--- src/rtl/nn_pkg.sv ---
// rtl/nn_pkg.sv - shared layer sizes, quantization defaults and buffer state encoding
package nn_pkg;

    localparam int NN_NUM_NEURONS = 32;
    localparam int NN_WIDTH_IN    = 24;
    localparam int NN_WIDTH_Q     = 8;
    localparam int NN_SHIFT       = 7;
    localparam int NN_RELU_EN     = 1;

    localparam logic [0:0] COLLECT = 1'b0;
    localparam logic [0:0] FULL    = 1'b1;

endpackage

--- src/rtl/requant_unit.sv ---
// rtl/requant_unit.sv - combinational ReLU, round-half-up right shift and saturation
module requant_unit #(
    parameter int WIDTH_IN = nn_pkg::NN_WIDTH_IN,
    parameter int WIDTH_Q  = nn_pkg::NN_WIDTH_Q,
    parameter int SHIFT    = nn_pkg::NN_SHIFT,
    parameter int RELU_EN  = nn_pkg::NN_RELU_EN
) (
    input  logic signed [WIDTH_IN-1:0] in_data,
    output logic        [WIDTH_Q-1:0]  q_data
);

    // One guard bit keeps the rounding add from overflowing.
    localparam int W = WIDTH_IN + 1;
    localparam logic signed [W-1:0] HALF = W'(1) << (SHIFT - 1);
    localparam logic signed [W-1:0] UMAX = (W'(1) << WIDTH_Q) - W'(1);
    localparam logic signed [W-1:0] SMAX = (W'(1) << (WIDTH_Q - 1)) - W'(1);
    localparam logic signed [W-1:0] SMIN = ~SMAX;

    logic signed [W-1:0] ext;
    logic signed [W-1:0] relu;
    logic signed [W-1:0] shifted;

    always_comb begin
        ext     = {in_data[WIDTH_IN-1], in_data};
        relu    = ((RELU_EN != 0) && (ext < 0)) ? '0 : ext;
        shifted = (relu + HALF) >>> SHIFT;
        q_data  = shifted[WIDTH_Q-1:0];
        if (RELU_EN != 0) begin
            if (shifted > UMAX) begin
                q_data = UMAX[WIDTH_Q-1:0];
            end else if (shifted < 0) begin
                q_data = '0;
            end
        end else begin
            if (shifted > SMAX) begin
                q_data = SMAX[WIDTH_Q-1:0];
            end else if (shifted < SMIN) begin
                q_data = SMIN[WIDTH_Q-1:0];
            end
        end
    end

endmodule

--- src/rtl/activation_requant_buffer.sv ---
// rtl/activation_requant_buffer.sv - requantizes neuron results into a flat next-layer input buffer
module activation_requant_buffer
    import nn_pkg::*;
#(
    parameter int NUM_NEURONS = NN_NUM_NEURONS,
    parameter int WIDTH_IN    = NN_WIDTH_IN,
    parameter int WIDTH_Q     = NN_WIDTH_Q,
    parameter int SHIFT       = NN_SHIFT,
    parameter int RELU_EN     = NN_RELU_EN,
    parameter int CW          = $clog2(NUM_NEURONS + 1)
) (
    input  logic                             clk,
    input  logic                             reset,
    input  logic                             clear,
    input  logic                             in_valid,
    input  logic signed [WIDTH_IN-1:0]       in_data,
    output logic [WIDTH_Q*NUM_NEURONS-1:0]   out_data,
    output logic                             out_valid,
    output logic [CW-1:0]                    count,
    output logic                             overrun
);

    logic [0:0]                     state_q, state_d;
    logic [CW-1:0]                  count_q, count_d;
    logic [WIDTH_Q*NUM_NEURONS-1:0] data_q, data_d;
    logic                           overrun_q, overrun_d;
    logic [WIDTH_Q-1:0]             q_data;

    requant_unit #(
        .WIDTH_IN (WIDTH_IN),
        .WIDTH_Q  (WIDTH_Q),
        .SHIFT    (SHIFT),
        .RELU_EN  (RELU_EN)
    ) u_requant (
        .in_data (in_data),
        .q_data  (q_data)
    );

    always_comb begin
        state_d   = state_q;
        count_d   = count_q;
        data_d    = data_q;
        overrun_d = overrun_q;
        // clear outranks a coincident input, which is simply dropped.
        if (clear) begin
            state_d   = COLLECT;
            count_d   = '0;
            data_d    = '0;
            overrun_d = 1'b0;
        end else if (in_valid) begin
            if (state_q == FULL) begin
                overrun_d = 1'b1;
            end else begin
                for (int i = 0; i < NUM_NEURONS; i++) begin
                    if (count_q == CW'(i)) begin
                        data_d[i*WIDTH_Q +: WIDTH_Q] = q_data;
                    end
                end
                count_d = count_q + CW'(1);
                if (count_q == CW'(NUM_NEURONS - 1)) begin
                    state_d = FULL;
                end
            end
        end
    end

    always_ff @(posedge clk) begin
        if (reset) begin
            state_q   <= COLLECT;
            count_q   <= '0;
            data_q    <= '0;
            overrun_q <= 1'b0;
        end else begin
            state_q   <= state_d;
            count_q   <= count_d;
            data_q    <= data_d;
            overrun_q <= overrun_d;
        end
    end

    assign out_data  = data_q;
    assign out_valid = (state_q == FULL);
    assign count     = count_q;
    assign overrun   = overrun_q;

endmodule

--- config.mk ---
export PLATFORM = sky130hd
export DESIGN_NAME = activation_requant_buffer
export DESIGN_NICKNAME = d
export VERILOG_FILES = /design/src/rtl/nn_pkg.sv /design/src/rtl/requant_unit.sv /design/src/rtl/activation_requant_buffer.sv
export SDC_FILE = /design/constraint.sdc
export NUM_CORES = 1
export LEC_CHECK = 0
export ABC_CLOCK_PERIOD_IN_PS = 7000
export BUFFER_PORTS_ARGS = -buffer_cell sky130_fd_sc_hd__clkbuf_2
export CAP_MARGIN = 20
export CORE_AREA = 2 2 190 192
export DETAILED_ROUTE_END_ITERATION = 10
export DIE_AREA = 0 0 192 194
export PLACE_DENSITY_LB_ADDON = 0.05
export SLEW_MARGIN = 15
export SYNTH_ARGS = -nofsm -noshare
export SYNTH_HDL_FRONTEND = slang
export SYNTH_SLANG_ARGS = --single-unit
export TNS_END_PERCENT = 30
--- constraint.sdc ---
create_clock -name clk -period 7 [get_ports clk]
set_input_delay 1.4 -clock clk [delete_from_list [all_inputs] [get_ports clk]]
set_output_delay 1.4 -clock clk [all_outputs]
set_load 0.1 [all_outputs]
Word-level counts from Yosys, hierarchy flattened:

Cells that the tools add are included.

* bits in registers: 264
* input bits: 28
* output and inout port bits: 264
* logic and storage cells: 113

* add/subtract/negate cells: 2
* magnitude comparators: 3
* eq/ne operators: 31
* multiplexer cells: 5
* bitwise operators: 1
* reductions and logical operators: 36

Operators with widths (count)
* 6-bit by 5-bit == test with 1-bit output (second input constant): 16
* 3-bit AND reduction: 32
* 6-bit by 4-bit == test with 1-bit output (second input constant): 8
* 25-bit by 8-bit adder with 25-bit output (second input constant): 1
* 25-bit 2-to-1 mux: 1
* 6-bit by 3-bit == test with 1-bit output (second input constant): 4
* 24-bit by 1-bit less-than comparator with 1-bit output (second input constant): 1
* 18-bit by 9-bit greater-than comparator with 1-bit output (second input constant): 1
* 18-bit by 1-bit less-than comparator with 1-bit output (second input constant): 1
* 8-bit 2-to-1 mux: 2
* 6-bit by 2-bit == test with 1-bit output (second input constant): 2
* 6-bit by 1-bit adder with 6-bit output (second input constant): 1
* 6-bit by 1-bit == test with 1-bit output (second input constant): 1
* 6-bit zero test: 1
* 2-bit AND reduction: 2
* 1-bit 2-to-1 mux: 2
* 2-bit OR reduction: 1
* 1-bit NOT: 1

Depth between registers and ports, before layout:

Gate-level depths: netlist of run 1.

* depth after elaboration: 6
* mapped depth: 11
* mapped depth without buffers: 7

Modules after synthesis:

Synthesis of run 1 repeated with hierarchy kept, for this count alone.

* cells, all modules: 996
* area, all modules: 10349.9 sq um

By module, submodules not included
* activation_requant_buffer: times used 1, cells each 921, area an instance 9819.4 sq um, sequential area each 5285.1 sq um
* requant_unit: times used 1, cells each 75, area an instance 530.5 sq um, sequential area each 0.0 sq um

Worst setup path before layout of run 1:

No wires, ideal clock.

* path type: in2reg
* start point: input port in_data[23]
* end point: register data_q[176], in the netlist out_data[176]
* setup time: 0.133 ns
* data arrival time: 3.560 ns
* data required time: 6.867 ns
* path slack: 3.307 ns
* cell stages on the path: 11
* buffers on the path: 4
* cell sequence: buf_6 > clkbuf_1 > nor2b_1 > ha_1 > nand4_1 > nor4_1 > mux2_2 > buf_2 > clkbuf_1 > a2111oi_0 > a21oi_2

* word-level cells in the longest chain between the ends: 6
* elaborated cells on any way between the ends: 7
* those cells by class: add/sub (1); order compare (3); mux (3)

RTL lines
* start, declared: line activation_requant_buffer.sv:16 `input logic signed [WIDTH_IN-1:0] in_data,`
* 24-bit by 1-bit less-than comparator with 1-bit output: line requant_unit.sv:25 `relu = ((RELU_EN != 0) && (ext < 0)) ? '0 : ext;`
* 25-bit 2-to-1 mux (*): line requant_unit.sv:25
* 25-bit by 8-bit adder with 25-bit output (*): line requant_unit.sv:26 `shifted = (relu + HALF) >>> SHIFT;`
* 18-bit by 1-bit less-than comparator with 1-bit output: line requant_unit.sv:31 `end else if (shifted < 0) begin`
* 8-bit 2-to-1 mux: line requant_unit.sv:31
* 8-bit 2-to-1 mux (*): line requant_unit.sv:29 `if (shifted > UMAX) begin`
* end signal, assigned: line activation_requant_buffer.sv:76 `data_q <= data_d;`
* end, declared: line activation_requant_buffer.sv:25 `logic [WIDTH_Q*NUM_NEURONS-1:0] data_q, data_d;`

Mark *: on every way between the ends. The rest lies on a longest branch, timed or not.
A chain may end at the register's enable or synchronous reset.

Worst setup path after layout of run 1:

* start point: input port in_data[23]
* end point: register data_q[189], in the netlist out_data[189]

Same word-level chain as after synthesis.

==> results of run 1 <==
state kept, by name, indices dropped and copies added, names as in the netlist:
| name | count |
|---|---|
| overrun | 1 |
| out_data | 256 |
| count | 6 |
| out_valid | 1 |
where the power goes:
group	internal (W)	switching, W	total, W
clock network	0.000947	0.000668	0.00162
logic	0.0000416	0.000227	0.000269
registers	0.00151	0.00000269	0.00151
per-layer routing:
layer	part of all wire [%]	GRT usage, %	routed length [um]	vias to the layer above
li1	-	-	-	5790
met1	45	35.6	22100	6025
met2	46	39.0	22500	424
met3	6.9	5.39	3400	77
met4	2.4	7.07	1200	2
met5	0.022	0	11	-
through the flow:
stage | total power, W | instances
3_5_place_dp | 0.00181 | 1974
6_report | 0.00339 | 2028
3_3_place_gp | 0.00181 | 1972
2_1_floorplan | 0.00173 | 1399
4_1_cts | 0.00342 | 2027
5_1_grt | 0.00349 | 2028
critical path, cell delays in order:
cell	delay, ns
clkbuf_2	0.29
nor2b_1	0.23
ha_2	0.24
nand4_1	0.10
nor4_1	0.35
mux2_8	0.68
buf_4	0.50
a2111oi_0	0.60
a21oi_2	0.10
kinds of logic (layout without fill, tap and decap cells):
logic type | Yosys count | count (layout) | share of synthesized area (%)
mux | 4 | 4 | 0.390
simple gates | 134 | 134 | 6.16
buf+inv | 200 | 368 | 8.13
fa+ha+maj | 5 | 5 | 0.513
flops | 264 | 264 | 43.3
xor+xnor | 10 | 10 | 0.718
compound gates | 782 | 782 | 40.8
cell type report:
cell class	count	area, um^2
tap	461	577
timing repair buffer	306	1640
clock buffer	47	936
multi-input combinational	935	6020
sequential	264	5290
fill	3632	20700
inverter	9	37.5
clock inverter	6	61.3
final timing paths:
| check | endpoint | slack [ns] | cells after the start |
|---|---|---|---|
| setup / recovery | out_data[189] | 2.79 | 9 |
| hold / removal | overrun | 0.48 | 2 |
| setup reg to reg | out_data[56] | 4.15 | 4 |
| hold reg to reg | overrun | 0.48 | 2 |
cell usage in the layout, fill, tap and decap left out, types with 4 or more instances in the layout:
cell         n
nand3_1     10
nor3_1      14
ha_1         4
clkbuf_16   31
clkinv_2     6
nor2_1      25
nand4_1      7
inv_1        6
a2111oi_0  256
a21oi_2     20
a21oi_1    240
buf_4       16
and3_1       7
nand2_1     27
clkbuf_2   285
nor2b_1      8
dfxtp_1    262
o21ai_0    258
xnor2_1      4
nor4_2       4
clkbuf_8    10
clkbuf_1     6
or2_2        4
xor2_1       5
nor2_4       6
==> results.json, run 1 <==
{
  "drive_gt1_share_pct": 25.9,
  "yosys.cell_types.count": 49,
  "cts_hold_buffers": 0,
  "cellLeakagePower_nw": 5.32,
  "yosys.area.top_type": "dfxtp_1",
  "grt_first_pass_wirelength_um": 74600,
  "core_mm2": 0.0352,
  "cts_resized": 0,
  "relSlewSlack_pct": 26.0,
  "synth_seq_area_share_pct": 43.3,
  "crit_path_start": "in_data[23]",
  "dp_hpwl_um": 27900,
  "gp_congestion": 0.775,
  "holdCritPathClass": "register to register",
  "cts_tree": "done",
  "cts.sinks": 264,
  "worst_slack_ns": 2.79,
  "insertion_delay_ns": 0.58,
  "clkTransAtPathRegs_ns": 0.06,
  "drt.antenna.violating_nets": 0,
  "r2r_start": "count[2]",
  "ys_ff_latch": 264,
  "yosys-top-cells-count": "dfxtp_1 (264), o21ai_0 (258), a2111oi_0 (256), a21oi_1 (241), clkbuf_1 (130)",
  "place_ws_ns": 2.23,
  "path_class": "input pin to register",
  "synth_top_area_share_pct": 43.3,
  "post_drt_wl_per_cell_um": 24.3,
  "final_cell_area_mm2": 0.0146,
  "cts_root_buf": "clkbuf_16",
  "antennaDiodeCount": 0,
  "synthTopCellsByArea": "dfxtp_1 (43%), a2111oi_0 (18%), o21ai_0 (11%)",
  "syn_inst": 1399,
  "drt_wl_total_um": 49200,
  "fp.dieArea_mm2": 0.0372,
  "powerDensity_mw_per_mm2": 233,
  "synth_most_common_cell": "dfxtp_1",
  "fin_util_pct": 41.3,
  "drtIter0Drc": 983,
  "grt_max_degree": 183,
  "antenna_found_initial": 2,
  "tightest_slew_ns": 1.11,
  "outcome": "complete, no violations",
  "async_reset_ff_share_pct": 0,
  "place_area_mm2": 0.0136,
  "grtUsageTotal_pct": 25.3,
  "slew_violations": 0,
  "fmax_ghz": 0.237,
  "finClkSkew_ns": 0.0190,
  "die_x_um": 192,
  "grt_remaining_overflow": 0,
  "min_period_ns": 4.21,
  "synth_fp_nets": 1432,
  "critPathArrivalTime_ns": 4.65,
  "num_io_pins": 292,
  "hold_violations": 0,
  "setup_viol": 0,
  "viasPerCell": 6.07,
  "drc": 0,
  "critical_path.endpoint_type": "register",
  "finalCritPeriodShare_pct": 60.2,
  "layout.nets": 1580,
  "max_cap_viol_count": 0,
  "num_rows": 69,
  "initial_core_util_pct": 34.6,
  "cts_setup_buffers": 0,
  "clock_path_buffers": 3,
  "vias": 12318,
  "synthFlopType": "dfxtp_1",
  "setup_tns_ns": 0,
  "startpoint_type": "input pin",
  "worstPathMaxFanout": 182,
  "hp-start": "overrun",
  "synth-edff-count": 0,
  "die_h_um": 194,
  "grt_pass1_vias": 11821,
  "synth_area_mm2": 0.0122,
  "hold-worst-slack_ns": 0.479,
  "avgSynthCellArea_um2": 8.72,
  "cts_buffers": 31,
  "io_buffers": 285,
  "ys.warnings.count": 0,
  "rsz0062_at_grt": "no",
  "peakVddDrop_v": 0.000199,
  "first_pass_iters": 6,
  "required_ns": 7.44,
  "htree_num_levels": 1,
  "syn_to_final_growth_pct": 19.3
}
No activity file was read; power rests on OpenSTA's default activity.
==> run 2, diff against run 1 <==
--- a/config.mk
+++ b/config.mk
@@ -5,7 +5,7 @@
 export SDC_FILE = /design/constraint.sdc
 export NUM_CORES = 1
 export LEC_CHECK = 0
-export ABC_CLOCK_PERIOD_IN_PS = 7000
+export ABC_CLOCK_PERIOD_IN_PS = 3900
 export BUFFER_PORTS_ARGS = -buffer_cell sky130_fd_sc_hd__clkbuf_2
 export CAP_MARGIN = 20
 export CORE_AREA = 2 2 190 192
==> constraint.sdc (replaced) <==
create_clock -name clk -period 3.9 [get_ports clk]
set_input_delay 0.78 -clock clk [delete_from_list [all_inputs] [get_ports clk]]
set_output_delay 0.78 -clock clk [all_outputs]
set_load 0.1 [all_outputs]
==> run 2 against run 1 <==
Sequential cell count did not move. Wire length is 1.0% higher. Global-route usage increased by 0.23 points. Sequential power grew 79%. Cell count grew 1.3%. Total power rose by 81%. Clock power grew 79%. Largest cell class unchanged. Largest power group unchanged.
==> results.json, run 2 (synthesis results as in run 1) <==
{
  "grt_pass1_vias": 11795,
  "drive_gt1_share_pct": 26.9,
  "cts_hold_buffers": 0,
  "initial_core_util_pct": 34.6,
  "worst_slack_ns": 0.896,
  "powerDensity_mw_per_mm2": 413,
  "peakVddDrop_v": 0.000366,
  "clkTransAtPathRegs_ns": 0.06,
  "clock_path_buffers": 3,
  "cellLeakagePower_nw": 5.48,
  "cts_tree": "done",
  "drc": 0,
  "setup_viol": 0,
  "layout_commonest_cell": "clkbuf_2",
  "slew_violations": 0,
  "cts_buffers": 31,
  "worstReg2RegEnd": "out_data[156]",
  "relSlewSlack_pct": 31.6,
  "holdCritPathClass": "register to register",
  "hp-start": "overrun",
  "layout.nets": 1604,
  "syn_to_final_growth_pct": 21.7,
  "vias": 12459,
  "cts.sinks": 264,
  "cts_resized": 0,
  "critPathArrivalTime_ns": 3.43,
  "insertion_delay_ns": 0.57,
  "required_ns": 4.32,
  "core_mm2": 0.0352,
  "outcome": "complete, no violations",
  "antenna_found_initial": 0,
  "finClkSkew_ns": 0.0171,
  "r2r_start": "count[4]",
  "gp_congestion": 0.758,
  "rsz0062_at_grt": "no",
  "die_h_um": 194,
  "whs_endpoint": "overrun",
  "rrSetupSlack_ns": 1.10,
  "dp_hpwl_um": 28900,
  "die_x_um": 192,
  "grtUsageTotal_pct": 25.5,
  "hold_depth": 2,
  "final_cell_area_mm2": 0.0148,
  "post_drt_wl_per_cell_um": 24.2,
  "min_period_ns": 3.00,
  "drtIter0Drc": 1103,
  "num_io_pins": 292,
  "first_pass_iters": 5,
  "grt_max_degree": 257,
  "startpoint_type": "input pin",
  "most-common-layout-cells": "clkbuf_2 (285), dfxtp_1 (262), o21ai_0 (258)",
  "grt_remaining_overflow": 0,
  "max_cap_viol_count": 0,
  "cts_root_buf": "clkbuf_16",
  "hold_violations": 0,
  "critical_path.endpoint_type": "register",
  "drt.antenna.violating_nets": 0,
  "fp.dieArea_mm2": 0.0372,
  "place_ws_ns": 0.282,
  "finalCritPeriodShare_pct": 77.0,
  "place_area_mm2": 0.0138,
  "num_rows": 69,
  "largest_reg_flops": 256,
  "grt_first_pass_wirelength_um": 75200,
  "io_buffers": 285,
  "tightest_slew_ns": 1.03,
  "htree_num_levels": 1,
  "antennaDiodeCount": 0,
  "path_class": "input pin to register",
  "viasPerCell": 6.07,
  "fmax_ghz": 0.333,
  "finalPower_w": 0.00613,
  "cts_setup_buffers": 0,
  "r2r_cells": 6,
  "drt_wl_total_um": 49700,
  "worstPathMaxFanout": 81,
  "setup_tns_ns": 0
}
==> run 2: cell types whose count changed in the layout (fill, tap and decap cells not counted), sizes merged <==
cell / previous run / this run
buf: 20 / 45
clkbuf: 333 / 335
clkinv: 6 / 5
==> run 2: worst max-delay path, cell delays in order <==
cell and delay [ns]:
clkbuf_2 0.20, nor2b_1 0.17, ha_2 0.23, nand4_1 0.11, nor4_1 0.36, mux2_8 0.61, buf_12 0.26, a2111oi_0 0.52
a21oi_2 0.10
==> run 2: metal layers <==
layer / global-route usage [%] / vias up / wire length (um)
li1: - / 5849 / -
met2: 39.0 / 423 / 22600
met5: 0 / - / 0
met3: 5.25 / 76 / 3540
met4: 6.84 / 0 / 1140
met1: 36.5 / 6111 / 22500
==> run 2: worst max path at each step <==
stage                 from             to  cells after the start  slack (ns)
2_1_floorplan  in_data[23]  out_data[176]                     11        0.83
5_1_grt        in_data[23]  out_data[189]                      9        0.62
6_report       in_data[23]   out_data[58]                      9        0.90
3_5_place_dp   in_data[23]  out_data[189]                      9        0.28
4_1_cts        in_data[23]  out_data[189]                      9        0.89
3_3_place_gp   in_data[23]  out_data[189]                      9        0.26
==> run 2: per-stage QoR <==
| step | utilization, % | cells | hold WS [ns] |
|---|---|---|---|
| after floorplan | - | 1399 | 0.925 |
| after global placement | 39.3 | 1999 | 0.458 |
| after detailed placement | 39.3 | 1999 | 0.465 |
| after CTS | 42.1 | 2054 | 0.479 |
| after global routing | 42.1 | 2054 | 0.524 |
| final | 42.1 | 2054 | 0.476 |
==> run 2: power by group <==
part | internal [W] | total [W] | switching (W)
registers | 0.00270 | 0.00271 | 0.00000498
clock network | 0.00171 | 0.00290 | 0.00119
logic | 0.000101 | 0.000519 | 0.000419
total | 0.00451 | 0.00613 | 0.00161
==> run 2: area by class of cell <==
class,instances,area (um^2)
clock buffer,50,947
clock inverter,5,56.3
fill,3597,20400
inverter,9,37.5
multi-input combinational,935,6010
sequential,264,5290
tap,461,577
timing repair buffer,330,1930
